--- config.mk ---
export PLATFORM = sky130hd
export DESIGN_NAME = operand_loader_flat
export DESIGN_NICKNAME = d
export VERILOG_FILES = /design/src/rtl/matrix_pkg.sv /design/src/rtl/operand_loader_if.sv /design/src/rtl/operand_shreg.sv /design/src/rtl/operand_loader.sv /design/src/flat_wrapper.sv
export SDC_FILE = /design/constraint.sdc
export NUM_CORES = 1
export LEC_CHECK = 0
export BUFFER_PORTS_ARGS = -buffer_cell sky130_fd_sc_hd__buf_2
export CAP_MARGIN = 20
export CORE_MARGIN = 5
export CORE_UTILIZATION = 35
export DETAILED_ROUTE_END_ITERATION = 8
export GPL_TIMING_DRIVEN = 0
export PLACE_DENSITY = 0.59
export SLEW_MARGIN = 20
export SYNTH_ARGS = -nofsm -noshare
export SYNTH_HDL_FRONTEND = slang
export SYNTH_SLANG_ARGS = --single-unit
--- constraint.sdc ---
create_clock -name clk -period 11.2 [get_ports clk]
set_input_delay 0 -clock clk [delete_from_list [all_inputs] [get_ports clk]]
set_output_delay 0 -clock clk [all_outputs]
set_load 0.005 [all_outputs]
--- src/rtl/matrix_pkg.sv ---
// rtl/matrix_pkg.sv - shared sizing constants and loader state encoding
package matrix_pkg;

  localparam int DATA_W = 8;
  localparam int ELEMS  = 8;
  localparam int BUS_W  = 32;
  localparam int WORDS  = 2 * ELEMS * DATA_W / BUS_W;
  localparam int WPS    = WORDS / 2;
  localparam int EPW    = BUS_W / DATA_W;
  localparam int WCNT_W = $clog2(WORDS + 1);
  localparam int ECNT_W = $clog2(ELEMS + 1);
  localparam int IDX_W  = (WPS > 1) ? $clog2(WPS) : 1;

  typedef enum logic [1:0] {
    ST_IDLE,
    ST_FILL,
    ST_FULL,
    ST_DRAIN
  } load_state_e;

endpackage

--- src/rtl/operand_loader_if.sv ---
// rtl/operand_loader_if.sv - bus word input stream and ALU operand output bundle
interface operand_loader_if;

  logic                         in_valid;
  logic [matrix_pkg::BUS_W-1:0] in_data;
  logic                         in_ready;
  logic                         op_valid;
  logic [matrix_pkg::DATA_W-1:0] a_out;
  logic [matrix_pkg::DATA_W-1:0] b_out;

  modport master (
    output in_valid, in_data,
    input  in_ready, op_valid, a_out, b_out
  );

  modport slave (
    input  in_valid, in_data,
    output in_ready, op_valid, a_out, b_out
  );

endinterface

--- src/rtl/operand_shreg.sv ---
// rtl/operand_shreg.sv - one operand segment: word-wide writes, element-wide head shift
module operand_shreg
  import matrix_pkg::*;
(
  input  logic              clk,
  input  logic              rst,
  input  logic              wr_en,
  input  logic [IDX_W-1:0]  wr_idx,
  input  logic [BUS_W-1:0]  wr_data,
  input  logic              shift_en,
  output logic [DATA_W-1:0] head
);

  logic [DATA_W-1:0] mem_q [ELEMS];
  logic [DATA_W-1:0] mem_d [ELEMS];

  always_comb begin
    mem_d = mem_q;
    if (shift_en) begin
      for (int i = 0; i < ELEMS - 1; i++) mem_d[i] = mem_q[i + 1];
      mem_d[ELEMS-1] = '0;
    end else if (wr_en) begin
      // Word w covers elements w*EPW .. w*EPW+EPW-1, lowest byte first.
      for (int i = 0; i < ELEMS; i++) begin
        if ((i / EPW) == int'(wr_idx)) mem_d[i] = wr_data[(i % EPW)*DATA_W +: DATA_W];
      end
    end
  end

  always_ff @(posedge clk or posedge rst) begin
    if (rst) begin
      for (int i = 0; i < ELEMS; i++) mem_q[i] <= '0;
    end else begin
      mem_q <= mem_d;
    end
  end

  assign head = mem_q[0];

endmodule

--- src/rtl/operand_loader.sv ---
// rtl/operand_loader.sv - packs A/B operand segments from bus words, then feeds the ALU
module operand_loader
  import matrix_pkg::*;
(
  input  logic            clk,
  input  logic            rst,
  input  logic            load_en,
  input  logic            alu_en,
  operand_loader_if.slave bus,
  output logic            load_done,
  output logic            err
);

  load_state_e       state_q, state_d;
  logic [WCNT_W-1:0] wcnt_q, wcnt_d;
  logic [ECNT_W-1:0] ecnt_q, ecnt_d;
  logic              load_done_q, load_done_d;
  logic              err_q, err_d;
  logic              ready, accept, shift, op_valid, is_a;
  logic [IDX_W-1:0]  wr_idx;
  logic [DATA_W-1:0] a_head, b_head;

  always_comb begin
    state_d     = state_q;
    wcnt_d      = wcnt_q;
    ecnt_d      = ecnt_q;
    load_done_d = 1'b0;
    err_d       = err_q;
    ready       = 1'b0;
    shift       = 1'b0;
    op_valid    = 1'b0;
    if (load_en && alu_en) err_d = 1'b1;
    case (state_q)
      ST_IDLE: if (load_en && !alu_en) state_d = ST_FILL;
      ST_FILL: begin
        ready = load_en;
        if (alu_en) err_d = 1'b1;
        if (ready && bus.in_valid) begin
          if (wcnt_q == WCNT_W'(WORDS - 1)) begin
            wcnt_d      = '0;
            state_d     = ST_FULL;
            load_done_d = 1'b1;
          end else begin
            wcnt_d = wcnt_q + 1'b1;
          end
        end
      end
      ST_FULL, ST_DRAIN: begin
        if (alu_en) begin
          op_valid = 1'b1;
          shift    = 1'b1;
          if (state_q == ST_FULL) begin
            ecnt_d  = ECNT_W'(1);
            state_d = ST_DRAIN;
          end else if (ecnt_q == ECNT_W'(ELEMS - 1)) begin
            ecnt_d  = '0;
            state_d = ST_IDLE;
          end else begin
            ecnt_d = ecnt_q + 1'b1;
          end
        end else if (load_en) begin
          // Controller restarted a load over unread data: drop it and refill.
          err_d   = 1'b1;
          wcnt_d  = '0;
          ecnt_d  = '0;
          state_d = ST_FILL;
        end
      end
      default: state_d = ST_IDLE;
    endcase
  end

  always_ff @(posedge clk or posedge rst) begin
    if (rst) begin
      state_q     <= ST_IDLE;
      wcnt_q      <= '0;
      ecnt_q      <= '0;
      load_done_q <= 1'b0;
      err_q       <= 1'b0;
    end else begin
      state_q     <= state_d;
      wcnt_q      <= wcnt_d;
      ecnt_q      <= ecnt_d;
      load_done_q <= load_done_d;
      err_q       <= err_d;
    end
  end

  assign accept = ready && bus.in_valid;
  assign is_a   = (wcnt_q < WCNT_W'(WPS));
  assign wr_idx = is_a ? IDX_W'(wcnt_q) : IDX_W'(wcnt_q - WCNT_W'(WPS));

  operand_shreg u_seg_a (
    .clk      (clk),
    .rst      (rst),
    .wr_en    (accept && is_a),
    .wr_idx   (wr_idx),
    .wr_data  (bus.in_data),
    .shift_en (shift),
    .head     (a_head)
  );

  operand_shreg u_seg_b (
    .clk      (clk),
    .rst      (rst),
    .wr_en    (accept && !is_a),
    .wr_idx   (wr_idx),
    .wr_data  (bus.in_data),
    .shift_en (shift),
    .head     (b_head)
  );

  assign bus.in_ready = ready;
  assign bus.op_valid = op_valid;
  assign bus.a_out    = op_valid ? a_head : '0;
  assign bus.b_out    = op_valid ? b_head : '0;
  assign load_done    = load_done_q;
  assign err          = err_q;

endmodule

--- src/flat_wrapper.sv ---
// flat-port wrapper written by rule: the top's interface ports become plain ports
module operand_loader_flat import matrix_pkg::*;
  (clk, rst, load_en, alu_en, load_done, err, bus_in_valid, bus_in_data, bus_in_ready, bus_op_valid, bus_a_out, bus_b_out);
  operand_loader_if bus_i ();
  input  logic clk;
  input  logic rst;
  input  logic load_en;
  input  logic alu_en;
  output logic load_done;
  output logic err;
  input wire logic [$bits(bus_i.in_valid)-1:0] bus_in_valid;
  input wire logic [$bits(bus_i.in_data)-1:0] bus_in_data;
  output wire logic [$bits(bus_i.in_ready)-1:0] bus_in_ready;
  output wire logic [$bits(bus_i.op_valid)-1:0] bus_op_valid;
  output wire logic [$bits(bus_i.a_out)-1:0] bus_a_out;
  output wire logic [$bits(bus_i.b_out)-1:0] bus_b_out;
  assign bus_i.in_valid = bus_in_valid;
  assign bus_i.in_data = bus_in_data;
  assign bus_in_ready = bus_i.in_ready;
  assign bus_op_valid = bus_i.op_valid;
  assign bus_a_out = bus_i.a_out;
  assign bus_b_out = bus_i.b_out;
  operand_loader u_core (.clk(clk), .rst(rst), .load_en(load_en), .alu_en(alu_en), .bus(bus_i), .load_done(load_done), .err(err));
endmodule
==> out/results.ini, run 1 <==
[sta]
fin_setup_tns_ns = 0
hold-worst-slack_ns = 0.0287
final-hold-violation-count = 0
maxSlewViolCount = 0
setup_violations = 0
fin_crit_sh_pct = 16.7
relSlewSlack_pct = 58.7
fin_skew_ns = 0.0101
tightest_slew_ns = 0.619
rsz0062_at_grt = no
period_minus_slack_ns = 1.87
clock.fmax_mhz = 536

[setup_path]
crit_start = u_core.wcnt_q[1]$_DFFE_PP0P_
crit_family = compound AO/OA/AOI/OAI gates
worstSetupPathType = reg -> reg
cp.required_ns = 11.54
reg2reg_slack_ns = 9.33
end_kind = register
slowest_delay_ns = 0.50
crit_path_end = u_core.u_seg_b.mem_q[23]$_DFFE_PP0P_
r2r_cells = 5
path_cells = buf_4 -> o21ai_2 -> clkbuf_1 -> o21ai_0 -> a21oi_1
cp.arrival_ns = 2.21
r2r-end = u_core.u_seg_b.mem_q[23]$_DFFE_PP0P_
startpoint_type = register
critPathBufInv = 2
slowest_stage = clkbuf_1
worstReg2RegStart = u_core.wcnt_q[1]$_DFFE_PP0P_
crit_path_max_fanout = 10
cp.depth = 5

[yosys]
synth_top_family_by_area = compound AO/OA/AOI/OAI gates
async_flop_share_pct = 100
syn_inst = 808
synth-edff-count = 0
avgSynthCellArea_um2 = 8.80
synth_top_area_cell = dfrtp_1
synth-seq-cells = 139
yosys_warnings = 0
synth_area_leaders = dfrtp_1 (49%), a31oi_1 (7.0%), o21ai_0 (6.3%)
ys_types = 46
yosys.area_share.simple_pct = 18.7
synth_flop_cell = dfrtp_1
synth_compound_area_share_pct = 24.4
ys_seq_area_share_pct = 48.9
synth-adder-area-share_pct = 0.352
synth_mux_area_share_pct = 0.457
synth_top_area_share_pct = 48.9
synth_fp_nets = 847
synth_xor_area_share_pct = 0
syn-cell-area_mm2 = 0.00711

[job]
max_cap_violations = 0

[power_and_ir_drop]
powerDensity_mw_per_mm2 = 263
vdd_ir_drop_max_v = 0.000116
leakage_nw = 3.70

[drt]
drtIter0Drc = 713
drt-pass1-iter-count = 5
viasPerCell = 5.60
totalWireLength_um = 24700
routedWlPerCell_um = 20.6
drcViolationCount = 0
drtAntennaViolNets = 0
vias = 6714

[floorplanning]
die_w_um = 153
dieArea_mm2 = 0.0233
die_h_um = 153
start_util_pct = 35.4
num_rows = 52
io_pins = 57
coreArea_mm2 = 0.0201

[final_layout]
layout_commonest_cell = dfrtp_1
layout_common_cells = dfrtp_1 (139), o21ai_0 (89), buf_2 (86), nor2_1 (83)
diodes = 0
final_layout_size_suffix_gt1_share_pct = 16.5
layout.nets = 956
fill_cells = 2014
area_growth_syn_to_layout_pct = 22.1

[global_route]
antenna_found_initial = 0
grt_max_degree = 78
grt_overflow = 0
grt_pass1_wl_um = 38300
grt_pass1_vias = 6372
track_usage_pct = 21.0

[place]
routabilityCongestion = 0.863
dp_hpwl_um = 17100
portBuffers = 55

[clock_network]
cts.htree.levels = 4
clkTransAtPathRegs_ns = 0.06
cts_made_buffers = 17
cts_tree = built
clk_latency_ns = 0.42
root_buffer = clkbuf_16
postCtsSetupRepairBufs = 0
cts.path.max_buffers = 2
clock_sinks = 139

[hold_path]
hold_class = in -> reg

[status]
status = finished, final reports clean

metal layers:
metal,wire (um),part of all wire (%),GRT usage [%],up-vias
met1,11000,45,30.9,3267
li1,-,-,-,3136
met2,11000,45,31.2,284
met5,0,0,0,-
met4,524,2.1,5.01,0
met3,2160,8.7,5.25,27
report_power, final:
part	internal (mW)	total [mW]	switching (mW)	leakage [nW]
logic	0.319	0.844	0.525	1.70
clock network	0.358	0.571	0.213	0.293
registers	0.741	0.866	0.126	1.70
how the worst min path moves through the flow:
stage / from / to / cells past startpoint
after floorplan: bus_in_data[24] / u_core.u_seg_a.mem_q[0]$_DFFE_PP0P_ / 2
after global placement: bus_in_data[26] / u_core.u_seg_a.mem_q[2]$_DFFE_PP0P_ / 3
after detailed placement: rst / u_core.u_seg_a.head[1]$_DFFE_PP0P_ / 2
after CTS: bus_in_data[11] / u_core.u_seg_b.mem_q[51]$_DFFE_PP0P_ / 3
after global routing: bus_in_data[11] / u_core.u_seg_b.mem_q[51]$_DFFE_PP0P_ / 3
final: bus_in_data[11] / u_core.u_seg_b.mem_q[51]$_DFFE_PP0P_ / 3
Yosys cell counts, drive strengths merged (2+ instances only):
cell / n
dfrtp: 139
o21ai: 102
nor2: 84
a21oi: 80
a31oi: 80
nand2: 70
buf: 53
nand3: 50
clkbuf: 34
o211ai: 32
nand4b: 18
nor2b: 17
and3: 16
inv: 5
ha: 2
mux2: 2
nand2b: 2
nor3: 2
nor3b: 2
o21a: 2
o22ai: 2
stage by stage:
step	setup WS, ns	std cells	area (um2)	util [%]	total power [mW]
global route	9.26	1199	8690	43.2	2.43
floorplan	7.48	808	7110	-	1.44
detailed placement	9.43	1134	7760	38.6	1.69
CTS	9.37	1199	8690	43.2	2.27
finish	9.33	1199	8690	43.2	2.28
global placement	5.58	1133	7730	38.4	1.68
worst register-to-register path, delay by kind of cell, from the launching register on:
kind                   cells  cell delay [ns]
flip-flops                 1             0.39
buffers and inverters      2             0.69
AO/OA/AOI/OAI              3             0.71
what timing repair did:
item	4_1_cts	5_1_grt
resized for setup	0	0
hold endpoints to repair	133	0
hold buffers	34	0
layout make-up:
cell class / instances / area [um2] / share of cell area (%)
clock buffer: 22 / 464 / 5.34
sequential: 139 / 3480 / 40.0
inverter: 5 / 26.3 / 0.303
clock inverter: 9 / 120 / 1.38
tap: 270 / 338 / 3.89
multi-input combinational: 577 / 3120 / 36.0
timing repair buffer: 90 / 643 / 7.40
buffer: 87 / 492 / 5.66
sequential cells by signal, summed over array words and instances (netlist names):
name and cells:
u_core.u_seg_a.mem_q 56, u_core.u_seg_b.head 8, u_core.err 1, u_core.u_seg_b.mem_q 56, u_core.wcnt_q 3, u_core.u_seg_a.head 8, u_core.ecnt_q 4, u_core.state_q 2
u_core.load_done 1
kinds of logic (layout without fill, tap and decap cells):
group,count (synthesis),count (layout)
compound gates,304,304
simple gates,268,268
flops,139,139
buf+inv,92,213
mux,3,3
fa+ha+maj,2,2
Power figures use the tool's default switching activity.
==> run 2: changes to the inputs <==
Clock period 11.2 ns to 1.79 ns, I/O delays scaled along.
==> run 2 against run 1 <==
Net effect: die area unchanged; register-to-register slack worse by 9.2 ns; first-iteration DRC count up 0.42%; wire length up 1.4%; combinational power rose to 6.3 times the previous value; core utilization up 0.52 points; clock power rose to 6.7 times the previous value; total power rose to 6.4 times the previous value; sequential share of layout area down 0.47 points; non-clock buffer count up 2; sequential cell count unchanged; critical path type unchanged; largest power group unchanged.
==> out/results.ini, run 2 (synthesis results as in run 1) <==
[setup_path]
cp.required_ns = 2.14
cp.arrival_ns = 2.04
crit_path_max_fanout = 10
reg2reg_slack_ns = 0.1
worstSetupPathType = reg -> reg
end_kind = register
r2r-end = u_core.u_seg_a.mem_q[2]$_DFFE_PP0P_
startpoint_type = register
slowest_stage = clkbuf_1
slowest_delay_ns = 0.52
r2r_cells = 5
path_cells = buf_4 -> nand4b_4 -> clkbuf_1 -> o21ai_0 -> a21oi_1
worstReg2RegStart = u_core.state_q[0]$_DFFE_PP0P_

[floorplanning]
die_h_um = 153
io_pins = 57
num_rows = 52
dieArea_mm2 = 0.0233
coreArea_mm2 = 0.0201
start_util_pct = 35.4
die_w_um = 153

[sta]
maxSlewViolCount = 0
clock.fmax_mhz = 590
final-hold-violation-count = 0
relSlewSlack_pct = 56.4
fin_ws_ns = 0.0956
fin_skew_ns = 0.00589
tightest_slew_ns = 0.653
fin_setup_tns_ns = 0
setup_violations = 0
hold-worst-slack_ns = 0.0275
period_minus_slack_ns = 1.69
rsz0062_at_grt = yes
fin_crit_sh_pct = 94.7

[power_and_ir_drop]
fin_total_pwr_mw = 14.6
vdd_ir_drop_max_v = 0.000818
leakage_nw = 3.74
powerDensity_mw_per_mm2 = 1660

[drt]
routedWlPerCell_um = 20.8
drtAntennaViolNets = 0
drt-pass1-iter-count = 5
drcViolationCount = 0
totalWireLength_um = 25000
vias = 6754
viasPerCell = 5.63
drtIter0Drc = 716

[final_layout]
final_cells = 1200
layout_commonest_cell = dfrtp_1
area_growth_syn_to_layout_pct = 23.6
seq_area_mm2 = 0.00348
final_layout_size_suffix_gt1_share_pct = 17.3
layout_common_cells = dfrtp_1 (139), o21ai_0 (89), buf_2 (85), nor2_1 (83)
fill_cells = 1994
multi_input_area_mm2 = 0.00314
diodes = 0
layout.nets = 958
top_regs = u_core.u_seg_a.mem_q: 56 flops, u_core.u_seg_b.mem_q: 56 flops

[clock_network]
clk_latency_ns = 0.43
postCtsSetupRepairBufs = 0
cts.path.max_buffers = 2
clkTransAtPathRegs_ns = 0.06
clock_sinks = 139
cts_made_buffers = 17
root_buffer = clkbuf_16
cts.htree.levels = 4
cts_tree = built

[global_route]
grt_pass1_wl_um = 39100
grt_overflow = 0
track_usage_pct = 21.4
grt_max_degree = 33
antenna_found_initial = 0
grt_pass1_vias = 6615

[place]
placed_cells = 1137
portBuffers = 55
dpl_worst_slack_ns = 0.0162
dp_hpwl_um = 17500
routabilityCongestion = 0.888

[hold_path]
hp-start = bus_in_data[10]
worstHoldEndpoint = u_core.u_seg_b.mem_q[50]$_DFFE_PP0P_
hold_class = in -> reg
hold_depth = 3

[job]
max_cap_violations = 0

[status]
status = finished, final reports clean

-- run 2: repair_timing --
item                                    in CTS  in global routing
resized for setup                            0                 18
gates cloned                                 0                  0
hold endpoints to repair                    94                  0
endpoints found under the setup margin       1                 70
hold buffers                                34                  0
-- run 2: critical path: cells and delay by family, from the launching register on --
| family | cells | cell delay [ns] |
|---|---|---|
| AO/OA/AOI/OAI | 2 | 0.38 |
| buffers and inverters | 2 | 0.69 |
| flip-flops | 1 | 0.35 |
| AND/OR/NAND/NOR | 1 | 0.19 |
-- run 2: final cells by class --
type / instances / share of cell area [%]
sequential: 139 / 39.6
multi-input combinational: 577 / 35.7
timing repair buffer: 93 / 7.91
buffer: 86 / 5.65
clock buffer: 22 / 5.17
tap: 270 / 3.84
clock inverter: 8 / 1.91
inverter: 5 / 0.256
-- run 2: layer usage --
metal	vias up	track usage [%]	wire, um
met1	3300	31.4	11400
met4	0	4.67	414
met5	-	0	0
li1	3140	-	-
met2	281	32.0	11200
met3	33	5.62	2030
-- run 2: report_power, final --
| group | leakage (nW) | switching, mW | internal, mW |
|---|---|---|---|
| registers | 1.70 | 0.792 | 4.63 |
| logic | 1.74 | 3.32 | 2.03 |
| clock network | 0.300 | 1.34 | 2.49 |
-- run 2: how the worst max path moves through the flow --
stage,from,end,slack [ns]
detailed placement,u_core.wcnt_q[0]$_DFFE_PP0P_,u_core.u_seg_b.mem_q[33]$_DFFE_PP0P_,0.02
global placement,rst,u_core.u_seg_b.mem_q[11]$_DFFE_PP0P_,-1.01
CTS,u_core.wcnt_q[0]$_DFFE_PP0P_,u_core.u_seg_b.mem_q[33]$_DFFE_PP0P_,0.005
floorplan,rst,u_core.ecnt_q[0]$_DFFE_PP0P_,0.05
global route,u_core.state_q[0]$_DFFE_PP0P_,u_core.u_seg_a.mem_q[2]$_DFFE_PP0P_,-0.006
finish,u_core.state_q[0]$_DFFE_PP0P_,u_core.u_seg_a.mem_q[2]$_DFFE_PP0P_,0.1
-- run 2: metrics by stage --
stage                     util, %  area, um2
after floorplan                 -       7120
after global placement       38.4       7730
after detailed placement     38.8       7810
after CTS                    43.6       8770
after global routing         43.7       8790
final                        43.7       8790
